**src/rtl/mux_gate_pkg.sv**
```systemverilog
// Shared definitions for the round-robin scheduler and its bit-serial mux gate.
package mux_gate_pkg;
  localparam int OP_W = 2;

  localparam logic [OP_W-1:0] OP_AND  = 2'b00;
  localparam logic [OP_W-1:0] OP_OR   = 2'b01;
  localparam logic [OP_W-1:0] OP_XOR  = 2'b10;
  localparam logic [OP_W-1:0] OP_XNOR = 2'b11;

  typedef enum logic [1:0] {
    IDLE = 2'd0,
    BUSY = 2'd1,
    DONE = 2'd2
  } sched_state_t;
endpackage

```
**src/rtl/mux2.sv**
```systemverilog
// Generic 1-bit 2:1 multiplexer; the only primitive the gate unit is built from.
module mux2 (
  input  logic i_sel,
  input  logic i_d0,
  input  logic i_d1,
  output logic o_y
);
  assign o_y = i_sel ? i_d1 : i_d0;
endmodule

```
**src/rtl/mux_gate_bit.sv**
```systemverilog
// One-bit AND/OR/XOR/XNOR gate made only of 2:1 muxes; operand A acts as the select.
module mux_gate_bit
  import mux_gate_pkg::*;
(
  input  logic            i_a,
  input  logic            i_b,
  input  logic [OP_W-1:0] i_op,
  output logic            o_y
);
  logic w_nb, w_and, w_or, w_xor, w_xnor, w_lo, w_hi;

  // Inverter realised as b ? 0 : 1 so no logic outside the mux primitive is needed.
  mux2 u_inv  (.i_sel(i_b), .i_d0(1'b1), .i_d1(1'b0), .o_y(w_nb));
  mux2 u_and  (.i_sel(i_a), .i_d0(1'b0), .i_d1(i_b),  .o_y(w_and));
  mux2 u_or   (.i_sel(i_a), .i_d0(i_b),  .i_d1(1'b1), .o_y(w_or));
  mux2 u_xor  (.i_sel(i_a), .i_d0(i_b),  .i_d1(w_nb), .o_y(w_xor));
  mux2 u_xnor (.i_sel(i_a), .i_d0(w_nb), .i_d1(i_b),  .o_y(w_xnor));

  mux2 u_sel_lo (.i_sel(i_op[0]), .i_d0(w_and), .i_d1(w_or),   .o_y(w_lo));
  mux2 u_sel_hi (.i_sel(i_op[0]), .i_d0(w_xor), .i_d1(w_xnor), .o_y(w_hi));
  mux2 u_sel    (.i_sel(i_op[1]), .i_d0(w_lo),  .i_d1(w_hi),   .o_y(o_y));
endmodule

```
**src/rtl/mux_gate_sched.sv**
```systemverilog
// Round-robin scheduler sharing one bit-serial mux gate among N_REQ requesters;
// results leave LSB-first-evaluated through a registered valid/ready response port.
module mux_gate_sched
  import mux_gate_pkg::*;
#(
  parameter int N_REQ = 4,
  parameter int WIDTH = 8
) (
  input  logic                       clk,
  input  logic                       rst,
  input  logic [N_REQ-1:0]           req_valid,
  output logic [N_REQ-1:0]           req_ready,
  input  logic [N_REQ*WIDTH-1:0]     req_a,
  input  logic [N_REQ*WIDTH-1:0]     req_b,
  input  logic [N_REQ*OP_W-1:0]      req_op,
  output logic                       rsp_valid,
  input  logic                       rsp_ready,
  output logic [WIDTH-1:0]           rsp_data,
  output logic [$clog2(N_REQ)-1:0]   rsp_id
);
  localparam int ID_W  = $clog2(N_REQ);
  localparam int CNT_W = (WIDTH > 1) ? $clog2(WIDTH) : 1;

  sched_state_t     r_state, w_state_next;
  logic [ID_W-1:0]  r_rr_ptr, r_id, w_win;
  logic [WIDTH-1:0] r_a, r_b, r_res, r_rsp_data, w_res_next;
  logic [OP_W-1:0]  r_op;
  logic [CNT_W-1:0] r_bit;
  logic             w_any, w_gate, w_accept, w_last;
  logic [ID_W-1:0]  w_src [N_REQ];
  logic [N_REQ-1:0] w_rot;

  // Rotate the request vector so position 0 is the requester at rr_ptr; w_src maps back.
  for (genvar gi = 0; gi < N_REQ; gi++) begin : g_rot
    logic [ID_W:0] w_sum;
    assign w_sum       = {1'b0, r_rr_ptr} + (ID_W+1)'(gi);
    assign w_src[gi]   = (w_sum >= (ID_W+1)'(N_REQ)) ? ID_W'(w_sum - (ID_W+1)'(N_REQ))
                                                     : ID_W'(w_sum);
    assign w_rot[gi]   = req_valid[w_src[gi]];
  end

  always_comb begin
    w_any = 1'b0;
    w_win = r_rr_ptr;
    for (int j = N_REQ - 1; j >= 0; j--) begin
      if (w_rot[j]) begin
        w_any = 1'b1;
        w_win = w_src[j];
      end
    end
  end

  assign w_accept  = (r_state == IDLE) && w_any;
  assign w_last    = (r_bit == CNT_W'(WIDTH - 1));
  assign req_ready = (w_accept && !rst) ? (N_REQ'(1) << w_win) : '0;

  mux_gate_bit u_gate (
    .i_a  (r_a[r_bit]),
    .i_b  (r_b[r_bit]),
    .i_op (r_op),
    .o_y  (w_gate)
  );

  always_comb begin
    w_res_next        = r_res;
    w_res_next[r_bit] = w_gate;
  end

  always_comb begin
    w_state_next = r_state;
    case (r_state)
      IDLE:    if (w_any)     w_state_next = BUSY;
      BUSY:    if (w_last)    w_state_next = DONE;
      DONE:    if (rsp_ready) w_state_next = IDLE;
      default:                w_state_next = IDLE;
    endcase
  end

  always_ff @(posedge clk or posedge rst) begin
    if (rst) r_state <= IDLE;
    else     r_state <= w_state_next;
  end

  always_ff @(posedge clk or posedge rst) begin
    if (rst) begin
      r_rr_ptr   <= '0;
      r_id       <= '0;
      r_a        <= '0;
      r_b        <= '0;
      r_op       <= OP_AND;
      r_bit      <= '0;
      r_res      <= '0;
      r_rsp_data <= '0;
    end else if (w_accept) begin
      r_a      <= req_a[w_win*WIDTH +: WIDTH];
      r_b      <= req_b[w_win*WIDTH +: WIDTH];
      r_op     <= req_op[w_win*OP_W +: OP_W];
      r_id     <= w_win;
      r_bit    <= '0;
      r_res    <= '0;
      r_rr_ptr <= (w_win == ID_W'(N_REQ - 1)) ? '0 : w_win + 1'b1;
    end else if (r_state == BUSY) begin
      r_res <= w_res_next;
      r_bit <= r_bit + 1'b1;
      // The response word is only updated here, so it stays frozen through DONE.
      if (w_last) r_rsp_data <= w_res_next;
    end
  end

  assign rsp_valid = (r_state == DONE);
  assign rsp_data  = r_rsp_data;
  assign rsp_id    = r_id;
endmodule

```
**config.mk**
```make
export PLATFORM = sky130hd
export DESIGN_NAME = mux_gate_sched
export DESIGN_NICKNAME = d
export VERILOG_FILES = /design/src/rtl/mux_gate_pkg.sv /design/src/rtl/mux2.sv /design/src/rtl/mux_gate_bit.sv /design/src/rtl/mux_gate_sched.sv
export SDC_FILE = /design/constraint.sdc
export NUM_CORES = 1
export LEC_CHECK = 0
export ABC_AREA = 1
export BUFFER_PORTS_ARGS = -buffer_cell sky130_fd_sc_hd__buf_2
export CAP_MARGIN = 10
export CELL_PAD_IN_SITES_DETAIL_PLACEMENT = 2
export CELL_PAD_IN_SITES_GLOBAL_PLACEMENT = 2
export CORE_MARGIN = 5
export CORE_UTILIZATION = 27
export CTS_CLUSTER_DIAMETER = 30
export DETAILED_ROUTE_END_ITERATION = 12
export PLACE_DENSITY_LB_ADDON = 0.2
export SYNTH_ARGS = -nofsm -noshare
export SYNTH_HDL_FRONTEND = slang
export SYNTH_SLANG_ARGS = --single-unit
export TNS_END_PERCENT = 5
```
**constraint.sdc**
```tcl
create_clock -name clk -period 3.3 [get_ports clk]
set_clock_uncertainty 0.05 [all_clocks]
set_input_delay 0.165 -clock clk [delete_from_list [all_inputs] [get_ports clk]]
set_output_delay 0.165 -clock clk [all_outputs]
set_load 0.01 [all_outputs]
```
-- Word level (Yosys, flattened, before mapping)
Index checks and enable logic that the tools add are counted.
- add/sub/neg operators: 9
- multiply operators: 0
- divide/modulo/power cells: 0
- magnitude comparators: 10
- equality and inequality tests: 7
- shift-type cells: 4
- multiplexer cells: 45
- bitwise gates (word level): 1
- reduce and logical (&&, ||, !) cells: 8
- operators with widths (cell ; count):
    $shiftx 32x6->8 ; 2
    $mux 2 ; 12
    $mux 1 ; 19
    $mux 8 ; 2
    $lt 2x3->1 const B ; 4
    $ge 3x3->1 const B ; 3
    $bmux 1 s2 ; 4
    $bwmux 8 ; 1
    $shiftx 8x4->2 ; 1
    $sub 2x1->2 const B ; 4
    $add 2x2->3 const B ; 2
    $bmux 1 s3 ; 2
    $mux 3 ; 2
    $pmux 2 s3 ; 1
    $reduce_and 3->1 ; 2
    $eq 2x2->1 const B ; 2
    $lt 3x4->1 const B ; 1
    $mux 4 ; 1
    $ne 2x2->1 const B ; 2
    $shl 1x2->4 const A ; 1
    $add 2x1->3 const B ; 1
    $add 3x1->3 const B ; 1
    $demux 1 s3 ; 1
    $eq 3x3->1 const B ; 1
    10 further kinds ; 12
- flip-flop bits (word level): 43
- bits in latches: 0
- RAM bits: 0
- memory bits (read-only): 0
- input bits: 79
- logic and storage cells: 93
- memories: 0

-- Depth between registers and ports, before layout
- depth in word-level cells: 12
- mapped depth: 18
- depth with buffers taken out: 15

-- Hierarchy
Synthesis repeated with hierarchy kept, for this count alone.
- cells, all modules: 497
- area, all modules: 3194.3 um^2
- by module, submodules not included (module ; instances ; cells an instance ; area an instance (um^2) ; sequential area each (um^2)):
    mux_gate_sched ; 1 ; 463 ; 3066.7 ; 1076.0
    mux2 ; 8 ; 4 ; 15.0 ; 0.0
    mux_gate_bit ; 1 ; 2 ; 7.5 ; 0.0

-- Worst setup path before layout
Ideal clock, no wire load.
- path kind: reg2reg
- start point: register r_bit[0]
- end point: register r_rsp_data[5], in the netlist rsp_data[5]
- library setup time: 83 ps
- arrival time: 2556 ps
- data required time: 3167 ps
- slack: 611 ps
- cell stages (with the launch flop): 13
- path buffers: 1
- clock period less this slack: 2689 ps
- cell sequence: dfrtp_1 buf_2 clkinv_1 nor3_1 a221oi_1 nand2_1 inv_1 ha_1 or2_2 a31oi_1 nand2_1 o21a_1 o21ai_0
- word-level cells in the longest chain between the ends: 7
- ends and longest elaborated chain (what ; RTL line ; text):
    start: declaration ; mux_gate_sched.sv:28 ; logic [CNT_W-1:0] r_bit;
    start signal: assignment ; mux_gate_sched.sv:104 ; r_bit <= r_bit + 1'b1;
    $bmux 1 s3 ; mux_gate_sched.sv:59 ; .i_b (r_b[r_bit]),
    $mux 1 (implied by the code) ; mux_gate_sched.sv:59 ;
    $mux 1 (4 in series) ; mux2.sv:8 ; assign o_y = i_sel ? i_d1 : i_d0;
    $bwmux 8 ; mux_gate_sched.sv:66 ; w_res_next[r_bit] = w_gate;
    end signal: assignment ; mux_gate_sched.sv:106 ; if (w_last) r_rsp_data <= w_res_next;
    end: declaration ; mux_gate_sched.sv:26 ; logic [WIDTH-1:0] r_a, r_b, r_res, r_rsp_data, w_res_next;
Several ways; a longest one is shown, not always the timed one. The select of a mux whose other input is x is not followed.
A chain may end at the register's enable or synchronous reset.

-- Worst setup path after layout
- start point: register r_bit[1]
- end point: register r_rsp_data[5], in the netlist rsp_data[5]
The elaborated chain is that of the path after synthesis.

==> run summary <==
Outcome: finished with violations
Failing checks: hold timing
Comb power frac: 0.659
Fmax achieved: 0.335 GHz
CTS Buf Count: 5
Area grow syn2layout: 23.2%
Clk_lat worst skew: 0.29 ns
Rel. slew slack: 0.607
Synth Instances: 484
Ys async rst share: 1.00
Placed Instances: 705
Worst-path fanout max: 8
Yosys warnings: 0
Post-synthesis register bit count: 43
First-pass GRT wire length: 17700 um
Mapped Area: 3130 sq um
DR WL/cell: 14.2 um
Overall global routing resource usage: 0.148
Unrepaired setup endpoints after global routing: no
VDD IR-drop max: 386 uV
Synth cell count leaders: nand2_1 (174), inv_1 (80), nand3_1 (67), dfrtp_1 (43), o21ai_0 (20)
Core area: 11400 sq um
Htree depth: 2
Net Count, Synth: 569
EDFF count, synth: 0
Final-layout fill cell count: 1402
Critical path data arrival time: 3.12 ns
GRT overflow: 0
Period minus WS final: 2.99 ns
Worst Hold Class: in2async
Setup CP Type: reg2reg
Prevailing post-synth register cell: dfrtp_1
Routed Antenna Nets: 0
Initial antenna violation count: 0
Critical Path RT: 3.44 ns
Worst Setup End Kind: flip-flop
DRT iter0 DRCs: 81
Fin crit share: 0.905
Nets@finish: 654
Syn Area/Cell: 6.47 sq um
Count leader, synth: nand2_1
Setup TNS: 0 ns
Die Height: 118 um
I/O Buffers: 93
CTS tree: done
Total die area: 13800 sq um
Final setup fails: 0
Vias in the first global route: 3727
CTS root buf: clkbuf_16
RePlAce Congestion: 0.788
PwrDens: 1120 nW/um^2
Clock Power Share: 0.113
Crit path launch type: flip-flop
Worst slew pin tran: 0.588 ns
Distinct cell type count after synthesis: 29
Post-synth top area share: 0.344
Die W: 118 um
Num rows: 39
Routed via count: 3328
DRT Wirelength: 10100 um
Worst setup path startpoint: r_bit[1]$_DFFE_PP0P_
Hold Worst Slack: -0.00877 ns
Final Hold Fails: 6
Internal power: 2.01 mW
Longest Clk Path Bufs: 2
Detail Placement HPWL: 7940 um
Final Slew Violations: 0
FF-to-FF Start: r_bit[1]$_DFFE_PP0P_
Post-synthesis sequential area ratio: 0.344
Switching share of total power: 0.533
Area of the multi-input gates: 1580 sq um
Sequential power share: 0.228
DRT Pass-1 Iters: 4
Initial core utilization: 0.275
Finished Layout Cells: 713
Leak: 2.26 nW
Reg clk slew, reported paths: 0.06 ns
Max Cap Viol: 0
DRC errors left: 0
Ant. Diodes: 0
Final core utilization: 0.339
TritonCTS sink count: 43
Largest cells by area after synthesis: dfrtp_1 (34%), nand2_1 (21%), nand3_1 (11%)
Ports: 94
Pin count of the biggest net entering global routing: 45
Storage element area: 1080 sq um
Postcts setup bufs: 0
NetSw: 2.29 mW
Share of layout cells above drive strength 1: 0.225
Top cell type by total area after synthesis: dfrtp_1
Vias per cell: 4.67
## cell type report
type                    instances  area share
flip-flops and latches         43       0.280
well taps                     143      0.0464
clock buffers                   5      0.0325
clock inverters                 3     0.00519
multi-input cells             328       0.411
inverters                      91      0.0909
repair buffers                100       0.134
## cells in the final DEF, fill, tap and decap left out, types with 3 or more instances in the layout
master	count
inv_1	80
o22ai_1	10
ha_1	6
nand2_1	174
nor3_1	3
buf_2	93
nor2_1	7
nand3_1	67
dfrtp_1	42
clkbuf_16	5
clkinvlp_4	3
inv_2	8
o21ai_0	20
a21oi_1	5
buf_4	7
nand3b_1	18
## through the flow
step                      area, sq um  power, mW  hold WS, ns  setup WS (ns)
after floorplan                  3130       3.12        0.211          0.611
after global placement           3700       3.76        0.304          0.407
after detailed placement         3700       3.87        0.317          0.218
after CTS                        3840       4.38       0.0114          0.104
after global routing             3850       4.81       0.0117         0.0453
final                            3850       4.30     -0.00877          0.313
## final timing paths
check,depth (start not counted),endpoint,slack (ns)
max,12,rsp_data[5]$_DFFE_PP0P_,0.31
min,3,r_a[3]$_DFFE_PP0P_,-0.009
max reg2reg,12,rsp_data[5]$_DFFE_PP0P_,0.31
min reg2reg,2,rsp_data[1]$_DFFE_PP0P_,0.43
max in group asynchronous,3,r_bit[0]$_DFFE_PP0P_,2.80
min in group clk,2,r_state[1]$_DFFE_PP0P_,0.02
## worst max-delay path: stages, from the launching register on
cell and delay, ns:
dfrtp_1 0.52, inv_1 0.21, nor3_1 0.49, a221oi_1 0.17, nand2_1 0.11, inv_1 0.05, ha_1 0.29, or2_2 0.29
a31oi_1 0.17, buf_4 0.18, nand2_1 0.05, o21a_1 0.12, o21ai_0 0.18
## cells by family after synthesis
group	Yosys count	synth area share
adder cells (fa/ha/maj)	6	0.0240
AO/OA/AOI/OAI	44	0.0804
buffers and inverters	113	0.152
flip-flops	43	0.344
AND/OR/NAND/NOR	278	0.400
## registers in the layout (all words and copies together), names as in the netlist
| name | flops |
|---|---|
| r_state | 2 |
| r_a | 8 |
| r_res | 8 |
| r_rr_ptr | 2 |
| rsp_data | 8 |
| r_op | 2 |
| r_b | 8 |
| r_bit | 3 |
| rsp_id | 2 |
## power by group through the flow
stage / Sequential [mW] / Combinational [mW] / Clock (mW)
final: 0.980 / 2.84 / 0.487
after global routing: 1.01 / 3.28 / 0.520
after CTS: 0.977 / 2.90 / 0.502
after detailed placement: 0.986 / 2.88 / 0
after global placement: 0.976 / 2.78 / 0
after floorplan: 0.923 / 2.20 / 0
## timing repair
action,CTS,global route
resized for setup,0,3
hold endpoints to repair,0,0
hold buffers,0,0
setup endpoints to repair,0,14
## layer usage
metal / up-vias / wire length [um] / GRT usage
met4: 0 / 133 / 0.0366
met2: 72 / 4430 / 0.231
met1: 1569 / 5120 / 0.212
met3: 11 / 460 / 0.0274
li1: 1676 / - / -
met5: - / 0 / 0
Note: power is estimated with default switching activity, not from simulation.
